File: config.mk
export PLATFORM = sky130hd
export DESIGN_NAME = ring_buffer_mc
export DESIGN_NICKNAME = d
export VERILOG_FILES = /design/src/rtl/ring_buffer_pkg.sv /design/src/rtl/ring_buffer_ch.sv /design/src/rtl/ring_buffer_mc.sv
export SDC_FILE = /design/constraint.sdc
export NUM_CORES = 1
export LEC_CHECK = 0
export CAP_MARGIN = 25
export CORE_MARGIN = 2
export CORE_UTILIZATION = 45
export CTS_CLUSTER_SIZE = 10
export DETAILED_ROUTE_END_ITERATION = 16
export GPL_TIMING_DRIVEN = 1
export PLACE_DENSITY = 0.7
export SKIP_CTS_REPAIR_TIMING = 1
export SYNTH_ARGS = -nofsm -noshare
export SYNTH_HDL_FRONTEND = slang
export SYNTH_SLANG_ARGS = --single-unit
File: constraint.sdc
create_clock -name clk_i -period 7.9 [get_ports clk_i]
set_input_delay 1.185 -clock clk_i [delete_from_list [all_inputs] [get_ports clk_i]]
set_output_delay 1.185 -clock clk_i [all_outputs]
set_load 0.01 [all_outputs]
File: src/rtl/ring_buffer_pkg.sv
// Shared sizing helpers and arbiter state type for the multi-channel ring buffer.
package ring_buffer_pkg;

   // Occupancy counter width: must hold 0..buf_size inclusive.
   function automatic int unsigned cnt_width(input int unsigned buf_size);
      return $clog2(buf_size) + 1;
   endfunction

   // Channel index width, never narrower than one bit.
   function automatic int unsigned ch_width(input int unsigned num_ch);
      return (num_ch > 1) ? $clog2(num_ch) : 1;
   endfunction

   // Default almost-full level: two entries short of full.
   function automatic int unsigned afull_default(input int unsigned buf_size);
      return buf_size - 2;
   endfunction

   typedef enum logic {
      ARB_FREE,
      ARB_LOCKED
   } arb_state_e;

endpackage

File: src/rtl/ring_buffer_ch.sv
// One channel of the ring buffer: circular storage, head/tail pointers,
// occupancy count and synchronous flush.
module ring_buffer_ch import ring_buffer_pkg::*; #(
   parameter  int unsigned DATA_SIZE   = 32,
   parameter  int unsigned BUFFER_SIZE = 8,
   localparam int unsigned CW          = cnt_width(BUFFER_SIZE)
) (
   input  logic                 clk_i,
   input  logic                 rst_ni,
   input  logic                 flush_i,
   input  logic                 rx_i,
   output logic                 rx_ack_o,
   input  logic [DATA_SIZE-1:0] data_i,
   input  logic                 pop_i,
   output logic [DATA_SIZE-1:0] data_o,
   output logic [CW-1:0]        count_o
);

   localparam int unsigned PW = $clog2(BUFFER_SIZE);

   logic [DATA_SIZE-1:0] mem_q [BUFFER_SIZE];
   logic [PW-1:0]        head_q, head_d;
   logic [PW-1:0]        tail_q, tail_d;
   logic [CW-1:0]        count_q, count_d;
   logic                 push;
   logic                 pop;
   logic                 wr_en;

   // Pointer/count next state; flush overrides any same-cycle push or pop.
   always_comb begin
      rx_ack_o = (count_q < CW'(BUFFER_SIZE));
      push     = rx_i && rx_ack_o;
      pop      = pop_i && (count_q != '0);
      wr_en    = push && !flush_i;
      head_d   = head_q;
      tail_d   = tail_q;
      count_d  = count_q;
      if (flush_i) begin
         head_d  = '0;
         tail_d  = '0;
         count_d = '0;
      end else begin
         if (push) head_d = head_q + PW'(1);
         if (pop)  tail_d = tail_q + PW'(1);
         case ({push, pop})
            2'b10:   count_d = count_q + CW'(1);
            2'b01:   count_d = count_q - CW'(1);
            default: count_d = count_q;
         endcase
      end
   end

   // Pointer and count registers.
   always_ff @(posedge clk_i or negedge rst_ni) begin
      if (!rst_ni) begin
         head_q  <= '0;
         tail_q  <= '0;
         count_q <= '0;
      end else begin
         head_q  <= head_d;
         tail_q  <= tail_d;
         count_q <= count_d;
      end
   end

   // Storage array, intentionally not reset.
   always_ff @(posedge clk_i) begin
      if (wr_en) mem_q[head_q] <= data_i;
   end

   assign data_o  = mem_q[tail_q];
   assign count_o = count_q;

endmodule

File: src/rtl/ring_buffer_mc.sv
// Multi-channel ring buffer: NUM_CH independent FIFOs merged onto one
// first-word-fall-through output by a round-robin arbiter with grant lock.
module ring_buffer_mc import ring_buffer_pkg::*; #(
   parameter  int unsigned DATA_SIZE    = 32,
   parameter  int unsigned BUFFER_SIZE  = 8,
   parameter  int unsigned NUM_CH       = 4,
   parameter  int unsigned AFULL_THRESH = afull_default(BUFFER_SIZE),
   localparam int unsigned CW           = cnt_width(BUFFER_SIZE),
   localparam int unsigned CHW          = ch_width(NUM_CH)
) (
   input  logic                        clk_i,
   input  logic                        rst_ni,
   input  logic [NUM_CH-1:0]           buf_rst_i,
   input  logic [NUM_CH-1:0]           rx_i,
   output logic [NUM_CH-1:0]           rx_ack_o,
   input  logic [NUM_CH*DATA_SIZE-1:0] data_i,
   output logic                        tx_o,
   input  logic                        tx_ack_i,
   output logic [DATA_SIZE-1:0]        data_o,
   output logic [CHW-1:0]              tx_ch_o,
   output logic [NUM_CH*CW-1:0]        count_o,
   output logic [NUM_CH-1:0]           almost_full_o
);

   logic [DATA_SIZE-1:0] ch_data  [NUM_CH];
   logic [CW-1:0]        ch_count [NUM_CH];
   logic [NUM_CH-1:0]    nonempty;
   logic [NUM_CH-1:0]    pop_vec;

   arb_state_e           state_q, state_d;
   logic [CHW-1:0]       rr_q, rr_d;
   logic [CHW-1:0]       lock_q, lock_d;
   logic [CHW-1:0]       sel;
   logic [CHW-1:0]       scan_idx;
   logic                 found;
   logic                 pop_fire;

   for (genvar g = 0; g < NUM_CH; g++) begin : g_ch
      ring_buffer_ch #(
         .DATA_SIZE   (DATA_SIZE),
         .BUFFER_SIZE (BUFFER_SIZE)
      ) u_ch (
         .clk_i    (clk_i),
         .rst_ni   (rst_ni),
         .flush_i  (buf_rst_i[g]),
         .rx_i     (rx_i[g]),
         .rx_ack_o (rx_ack_o[g]),
         .data_i   (data_i[g*DATA_SIZE +: DATA_SIZE]),
         .pop_i    (pop_vec[g]),
         .data_o   (ch_data[g]),
         .count_o  (ch_count[g])
      );
      assign nonempty[g]            = (ch_count[g] != '0);
      assign almost_full_o[g]       = (ch_count[g] >= CW'(AFULL_THRESH));
      assign count_o[g*CW +: CW]    = ch_count[g];
   end

   // Grant selection, output mux, pop steering and lock/round-robin next state.
   // A locked grant bypasses the scan so data_o cannot shift under a pending
   // consumer; a flush of the candidate channel prevents locking onto it.
   always_comb begin
      sel      = '0;
      scan_idx = '0;
      found    = 1'b0;
      if (state_q == ARB_LOCKED) begin
         sel = lock_q;
      end else begin
         for (int unsigned i = 0; i < NUM_CH; i++) begin
            scan_idx = CHW'((32'(rr_q) + i) % NUM_CH);
            if (!found && nonempty[scan_idx]) begin
               sel   = scan_idx;
               found = 1'b1;
            end
         end
      end

      tx_o     = |nonempty;
      pop_fire = tx_o && tx_ack_i;
      tx_ch_o  = sel;
      data_o   = ch_data[sel];
      pop_vec  = '0;
      if (pop_fire) pop_vec[sel] = 1'b1;

      rr_d = rr_q;
      if (pop_fire) rr_d = (sel == CHW'(NUM_CH - 1)) ? '0 : sel + CHW'(1);

      state_d = state_q;
      lock_d  = lock_q;
      unique case (state_q)
         ARB_FREE: begin
            if (tx_o && !tx_ack_i && !buf_rst_i[sel]) begin
               state_d = ARB_LOCKED;
               lock_d  = sel;
            end
         end
         ARB_LOCKED: begin
            if (pop_fire || buf_rst_i[lock_q]) state_d = ARB_FREE;
         end
         default: state_d = ARB_FREE;
      endcase
   end

   // Arbiter state registers.
   always_ff @(posedge clk_i or negedge rst_ni) begin
      if (!rst_ni) begin
         state_q <= ARB_FREE;
         rr_q    <= '0;
         lock_q  <= '0;
      end else begin
         state_q <= state_d;
         rr_q    <= rr_d;
         lock_q  <= lock_d;
      end
   end

endmodule

# Yosys cells after proc, flatten, opt, wreduce, memory -nomap -nowiden
# Memories as Yosys holds them, arrays and structs flattened.
# Index checks and enable logic that the tools add are counted.
[totals] ff_bits=45 ram_bits=1024 in_bits=139 mem_count=4
[op_classes] addsub=20 magnitude_cmp=16 n_eq_ne=9 n_mux=65 n_bitwise=2 reduce_logical=47
[mem_list] name="g_ch[0].u_ch.mem_q" words=8 width=32 rd=1 rd_ports_with_merged_regs=0 wr=1 line_no="ring_buffer_ch.sv:21" text="logic [DATA_SIZE-1:0] mem_q [BUFFER_SIZE];"
[mem_list] name="g_ch[1].u_ch.mem_q" words=8 width=32 rd=1 rd_ports_with_merged_regs=0 wr=1 line_no="ring_buffer_ch.sv:21"
[mem_list] name="g_ch[2].u_ch.mem_q" words=8 width=32 rd=1 rd_ports_with_merged_regs=0 wr=1 line_no="ring_buffer_ch.sv:21"
[mem_list] name="g_ch[3].u_ch.mem_q" words=8 width=32 rd=1 rd_ports_with_merged_regs=0 wr=1 line_no="ring_buffer_ch.sv:21"
[op_table] operator="32-bit binary-select mux with 2-bit select" count=1
[op_table] operator="32-bit 2-to-1 mux" count=2
[op_table] operator="3-bit 2-to-1 mux" count=16
[op_table] operator="4-bit case mux with 2 select lines" count=4
[op_table] operator="3-bit by 1-bit adder with 3-bit output (second input constant)" count=8
[op_table] operator="1-bit 2-to-1 mux" count=23
[op_table] operator="4-bit 2-to-1 mux" count=5
[op_table] operator="1-bit logical AND" count=19
[op_table] operator="2-bit by 3-bit < comparator with 1-bit output (second input constant)" count=6
[op_table] operator="4-bit by 1-bit adder with 4-bit output (second input constant)" count=4
[op_table] operator="4-bit by 3-bit greater-or-equal comparator with 1-bit output (second input constant)" count=4
[op_table] operator="4-bit < comparator (second input constant)" count=4
[op_table] operator="2-bit nonzero test" count=8
[op_table] operator="4-bit nonzero test" count=4
[op_table] operator="4-bit by 1-bit subtractor with 4-bit output (second input constant)" count=4
[op_table] operator="1-bit binary-select mux with 2-bit select" count=6
[op_table] operator="2-bit 2-to-1 mux" count=6
[op_table] operator="3-bit nonzero test" count=4
[op_table] operator="2-bit == test (second input constant)" count=5
[op_table] operator="1-bit logical NOT" count=9
[op_table] operator="2-bit by 1-bit == test with 1-bit output (second input constant)" count=4
[op_table] operator="2-bit by 1-bit adder with 2-bit output (second input constant)" count=2
[op_table] operator="2-bit adder (second input constant)" count=2
[op_table] operator="4-bit OR reduction" count=1
[op_table] operator="8 further kinds" count=8

# Longest topological paths before layout
[logic_depth] depth_word=26 ltp_mapped=18 ltp_nobuf=13

# Modules after synthesis
# From an unflattened synthesis, not the netlist that was laid out.
[hier_totals] cells_unflattened=1983 area_unflattened_um2=42896.1
[modules_own_cells] mod="ring_buffer_ch (g_ch[2].u_ch ...)" n_inst=2 cells_each=451 area_each_um2=10266.1
[modules_own_cells] mod="ring_buffer_ch (g_ch[0].u_ch)" n_inst=1 cells_each=448 area_each_um2=10331.2
[modules_own_cells] mod="ring_buffer_ch (g_ch[1].u_ch)" n_inst=1 cells_each=452 area_each_um2=10258.6
[modules_own_cells] mod="ring_buffer_mc" n_inst=1 cells_each=181 area_each_um2=1774.2

# Worst setup path before layout
# OpenSTA, ideal clock, no wires.
[synth_path] path_type="input -> register" from="input rx_i[1]" to="memory g_ch[1].u_ch.mem_q[0][0] (enable)" setup_ns=0.461 t_arrival_ns=3.912 required_ns=7.439 slack_ns=3.527 cell_stages=3 n_path_buf=0 cell_sequence="nand2_1 > or3_1 > nor3_1"
[synth_via] elab_chain_len=4
[synth_rtl] item="from (decl)" line_no="ring_buffer_mc.sv:14" text="input logic [NUM_CH-1:0] rx_i,"
[synth_rtl] item="1-bit logical AND" line_no="ring_buffer_ch.sv:32" text="push = rx_i && rx_ack_o;"
[synth_rtl] item="1-bit logical AND" line_no="ring_buffer_ch.sv:34" text="wr_en = push && !flush_i;"
[synth_rtl] item="1-bit 2-to-1 mux" line_no="ring_buffer_ch.sv:68" text="if (wr_en) mem_q[head_q] <= data_i;"
[synth_rtl] item="1-bit 2-to-1 mux (implied by the code)" line_no="ring_buffer_ch.sv:68"
[synth_rtl] item="to (decl)" line_no="ring_buffer_ch.sv:21"
# No other way between the ends.

# Final worst setup path
[layout_path] from="register g_ch[0].u_ch.count_q[1]" to="output data_o[21]"
[layout_via] elab_chain_len=21
[layout_rtl] item="from (decl)" line_no="ring_buffer_ch.sv:24" text="logic [CW-1:0] count_q, count_d;"
[layout_rtl] item="from (signal assigned)" line_no="ring_buffer_ch.sv:62" text="count_q <= count_d;"
[layout_rtl] item="4-bit nonzero test (*)" line_no="ring_buffer_mc.sv:53" text="assign nonempty[g] = (ch_count[g] != '0);"
[layout_rtl] item="1-bit binary-select mux with 2-bit select" line_no="ring_buffer_mc.sv:70" text="if (!found && nonempty[scan_idx]) begin"
[layout_rtl] item="1-bit 2-to-1 mux (implied by the code)" line_no="ring_buffer_mc.sv:70"
[layout_rtl] item="1-bit 2-to-1 mux" line_no="ring_buffer_mc.sv:70"
[layout_rtl] item="1-bit 2-to-1 mux" line_no="ring_buffer_mc.sv:65" text="if (state_q == ARB_LOCKED) begin"
[layout_rtl] item="1-bit logical NOT" line_no="ring_buffer_mc.sv:70"
[layout_rtl] item="1-bit logical AND" line_no="ring_buffer_mc.sv:70"
[layout_rtl] item="1-bit 2-to-1 mux" line_no="ring_buffer_mc.sv:70"
[layout_rtl] item="[... 4 more ...]"
[layout_rtl] item="1-bit 2-to-1 mux" line_no="ring_buffer_mc.sv:65"
[layout_rtl] item="1-bit logical NOT" line_no="ring_buffer_mc.sv:70"
[layout_rtl] item="1-bit logical AND" line_no="ring_buffer_mc.sv:70"
[layout_rtl] item="2-bit 2-to-1 mux (*)" line_no="ring_buffer_mc.sv:70"
[layout_rtl] item="2-bit 2-to-1 mux (*)" line_no="ring_buffer_mc.sv:65"
[layout_rtl] item="2-bit inverter with 3-bit output (implied by the code) (*)" line_no="ring_buffer_mc.sv:80" text="data_o = ch_data[sel];"
[layout_rtl] item="32-bit binary-select mux with 2-bit select (*)" line_no="ring_buffer_mc.sv:80"
[layout_rtl] item="32-bit 2-to-1 mux (implied by the code) (*) (2 in series)" line_no="ring_buffer_mc.sv:80"
[layout_rtl] item="to (decl)" line_no="ring_buffer_mc.sv:19" text="output logic [DATA_SIZE-1:0] data_o,"
# Every way passes the cells marked *; elsewhere a longest branch is shown, timed or not. The select of a mux whose other input is x is not followed.

==> out/summary.json <==
{
  "run_status": {"value": "complete, no violations"},
  "layout-area-overhead-vs-synth": {"value": 16.5, "unit": "%"},
  "drtAntennaViolNets": {"value": 0},
  "yosysWarningCount": {"value": 0},
  "tightest_slew": {"value": 1010, "unit": "ps"},
  "most_repeated_cell_in_the_gate_level_netlist_after_synthesis": {"value": "sky130_fd_sc_hd__edfxtp_1"},
  "final.hold.worst_slack": {"value": 563, "unit": "ps"},
  "core_region_area": {"value": 0.0930, "unit": "sq mm"},
  "synth-async-reset-ratio": {"value": 4.21, "unit": "%"},
  "critPathMaxFanout": {"value": 91},
  "nNetsFinal": {"value": 2438},
  "std_cell_rows": {"value": 112},
  "synthesized_flop_and_latch_total": {"value": 1069},
  "synthDistinctLibCells": {"value": 59},
  "routed_via_density": {"value": 5.77},
  "wirelength_routed": {"value": 98300, "unit": "microns"},
  "io_pins": {"value": 198},
  "family_of_cells_with_the_greatest_summed_delay_on_the_critical_path": {"value": "compound AO/OA/AOI/OAI gates"},
  "final_max_slew_viol_count": {"value": 0},
  "avgRoutedWirePerCell": {"value": 27.5, "unit": "microns"},
  "power.share.switching": {"value": 30.4, "unit": "%"},
  "insertion_delay": {"value": 690, "unit": "ps"},
  "timing.final.setup_violations": {"value": 0},
  "r2r_slack": {"value": 3510, "unit": "ps"},
  "drc": {"value": 0},
  "pwr-share-clk": {"value": 29.4, "unit": "%"},
  "worstSetupStartpoint": {"value": "g_ch[0].u_ch.count_o[1]"},
  "crit_path_cell_trace": {"value": "or4_1 -> a211oi_1 -> o211ai_1 -> and2_4 -> buf_4 -> buf_16 -> o21ai_0 -> o21ai_0 -> clkdlybuf4s50_1"},
  "power": {"value": 16.1, "unit": "mW"},
  "syn-mean-instance-area": {"value": 20.8, "unit": "sq um"},
  "dpl.hpwl": {"value": 60800, "unit": "microns"},
  "synth_commonest_cells": {"value": "sky130_fd_sc_hd__edfxtp_1, sky130_fd_sc_hd__mux4_2, sky130_fd_sc_hd__nand2_1"},
  "reported_net_switching_power": {"value": 4.89, "unit": "mW"},
  "dp_cells": {"value": 3415},
  "vdd.ir_drop.worst": {"value": 547, "unit": "uV"},
  "cts.root.buffer_cell": {"value": "sky130_fd_sc_hd__clkbuf_16"},
  "layout-drive-gt1-share": {"value": 24.1, "unit": "%"},
  "finClkSkew": {"value": 49.0, "unit": "ps"},
  "maxCapViolations": {"value": 0},
  "timing.final.crit_share": {"value": 77.2, "unit": "%"},
  "grt_pass1_wl": {"value": 143000, "unit": "microns"},
  "r2r-end": {"value": "g_ch[3].u_ch.count_o[2]"},
  "timing.max_slew.rel_slack": {"value": 32.6, "unit": "%"},
  "worstPathRequired": {"value": 6710, "unit": "ps"},
  "final_cells": {"value": 3580},
  "critical-path-max-stage-delay": {"value": 840, "unit": "ps"},
  "crit_path_category": {"value": "flop to output pin"},
  "timing.critical_path.arrival": {"value": 4910, "unit": "ps"},
  "clock_path_buffers": {"value": 3},
  "power.static_leakage": {"value": 15.2, "unit": "nW"},
  "finalCriticalPeriod": {"value": 6100, "unit": "ps"},
  "worst_r2r_startpoint": {"value": "g_ch[0].u_ch.count_o[1]"},
  "antenna_found_initial": {"value": 26},
  "holdPathEnd": {"value": "lock_q[1]"},
  "total_negative_slack_for_setup_checks": {"value": 0, "unit": "ps"},
  "critical_path_buf_inv_count": {"value": 3},
  "mapped_area": {"value": 0.0421, "unit": "sq mm"},
  "grt-ovfl-total": {"value": 0},
  "gp_congestion": {"value": 0.832},
  "tritoncts": {"value": "done"},
  "synth.net_count": {"value": 2180},
  "crit_path_frequent_cell": {"value": "sky130_fd_sc_hd__o21ai_0"},
  "final_design_area_no_fill": {"value": 0.0491, "unit": "sq mm"},
  "synth_flop_type": {"value": "sky130_fd_sc_hd__edfxtp_1"},
  "combPwrFrac": {"value": 28.7, "unit": "%"},
  "die_h": {"value": 310, "unit": "microns"},
  "detailroute.via_count": {"value": 20700},
  "grt_util_overall": {"value": 20.7, "unit": "%"},
  "synth_top_area_share": {"value": 73.0, "unit": "%"},
  "critical-path-slowest-cell": {"value": "sky130_fd_sc_hd__o21ai_0"},
  "drc_marker_count_from_the_first_detailed_route_iteration": {"value": 2162},
  "fmax": {"value": 164, "unit": "MHz"},
  "synth_seq_area_share": {"value": 75.6, "unit": "%"},
  "timing.critical_path.from_type": {"value": "flop"},
  "cts_sink_cnt": {"value": 1069},
  "drtPass1Iterations": {"value": 6},
  "cts_buffers": {"value": 117},
  "cell_depth_of_the_worst_min_delay_path": {"value": 1},
  "sequentialPowerShare": {"value": 41.9, "unit": "%"},
  "power.density": {"value": 328, "unit": "mW/mm^2"},
  "number_of_instances_in_the_synthesized_netlist": {"value": 2024},
  "initial_utilization": {"value": 45.3, "unit": "%"},
  "synth_area_leaders": {"value": "sky130_fd_sc_hd__edfxtp_1, sky130_fd_sc_hd__mux4_2, sky130_fd_sc_hd__dfrtp_1"},
  "synth_enable_flop_cells": {"value": 1024},
  "cell_count_of_the_worst_reg_to_reg_path": {"value": 13},
  "grt_pass1_vias": {"value": 21100},
  "worstHoldStart": {"value": "lock_q[1]"},
  "synth_top_area_cell": {"value": "sky130_fd_sc_hd__edfxtp_1"},
  "timing.hold.worst.class": {"value": "flop to flop"},
  "worst_setup_path_end_kind": {"value": "output pin"},
  "portBuffers": {"value": 197},
  "placedInstanceArea": {"value": 0.0459, "unit": "sq mm"},
  "rsz0062_at_grt": {"value": "false"},
  "internal_power": {"value": 11.2, "unit": "mW"},
  "die_width": {"value": 310, "unit": "microns"},
  "grt_max_degree": {"value": 105},
  "finalHoldViolCount": {"value": 0},
  "floorplan.die_area": {"value": 0.0961, "unit": "sq mm"},
  "clkSlewWorstSetupHoldPaths": {"value": 60, "unit": "ps"},
  "cts_max_level": {"value": 3}
}
[flip-flops by register name, indices dropped and copies added, names as in the netlist]
name               cells
g_ch.u_ch.mem_q     1024
g_ch.u_ch.count_o     16
g_ch.u_ch.head_q      12
g_ch.u_ch.tail_q      12
lock_q                 2
rr_q                   2
state_q                1
[how the worst max path moves through the flow]
stage,to,cells past startpoint
CTS,data_o[19],8
finish,data_o[21],9
detailed placement,data_o[2],8
global route,data_o[21],9
floorplan,g_ch[1].u_ch.mem_q[0][0],3
global placement,data_o[2],8
[through the flow]
stage,util [%],worst slack [ps]
after global placement,49.3,2030
after global routing,52.8,1640
final,52.8,1800
after detailed placement,49.3,2160
after CTS,52.7,1440
after floorplan,-,3530
[per-layer routing]
metal	part of all wire [%]	routed length (microns)	global-route usage, %
met5	0.23	228	0
met4	1.9	1890	5.11
met3	9.6	9450	6.57
met2	47	46600	31.9
met1	41	40100	28.8
[power by group through the flow]
stage	sequential (mW)	clock (mW)	combinational [mW]
floorplan	6.67	0	2.64
global placement	6.85	0	4.51
detailed placement	6.87	0	4.54
CTS	6.76	4.81	4.57
global route	6.80	5.03	4.92
finish	6.75	4.73	4.62
[cell families after synthesis]
kind of cell,after synthesis,share of synthesized area [%]
and+or+nand+nor,239,2.55
DFF,1069,75.6
muxes,397,17.3
xor gates and xnor gates,27,0.561
adders and majority gates,19,0.552
AOI/OAI and AO/OA,150,2.24
buffers and inverters,123,1.19
[area by class of cell]
type                            instances  area (sq um)
Antenna cell                            3          7.51
Clock buffer                          152          3080
Clock inverter                          8           121
Fill cell                            7174         43900
Inverter                               11          41.3
Multi-Input combinational cell        832          9990
Sequential cell                      1069         31900
Tap cell                             1254          1570
Timing Repair Buffer                  251          2390
[placed cells by master (no fill, tap or decap), types with 12 or more instances in the layout]
cell type                         count
sky130_fd_sc_hd__edfxtp_1          1024
sky130_fd_sc_hd__mux4_2             257
sky130_fd_sc_hd__clkdlybuf4s50_1    196
sky130_fd_sc_hd__clkbuf_16          118
sky130_fd_sc_hd__nand2_1            111
sky130_fd_sc_hd__mux2i_1             74
sky130_fd_sc_hd__o21ai_0             71
sky130_fd_sc_hd__mux2_2              66
sky130_fd_sc_hd__buf_4               52
sky130_fd_sc_hd__nor2_1              45
sky130_fd_sc_hd__o211ai_1            36
sky130_fd_sc_hd__dfrtp_1             35
sky130_fd_sc_hd__clkbuf_1            34
sky130_fd_sc_hd__nor2_4              25
sky130_fd_sc_hd__ha_1                17
sky130_fd_sc_hd__a21oi_1             16
sky130_fd_sc_hd__xnor2_1             15
sky130_fd_sc_hd__xor2_1              12
[worst register-to-register path, delay by kind of cell, from the launching register on]
kind | cells | cell delay [ps]
simple gates | 5 | 1820
compound gates | 3 | 920
flops | 1 | 490
buf+inv | 2 | 490
fa+ha+maj | 2 | 400
xor+xnor | 1 | 130
Power figures use the tool's default switching activity.
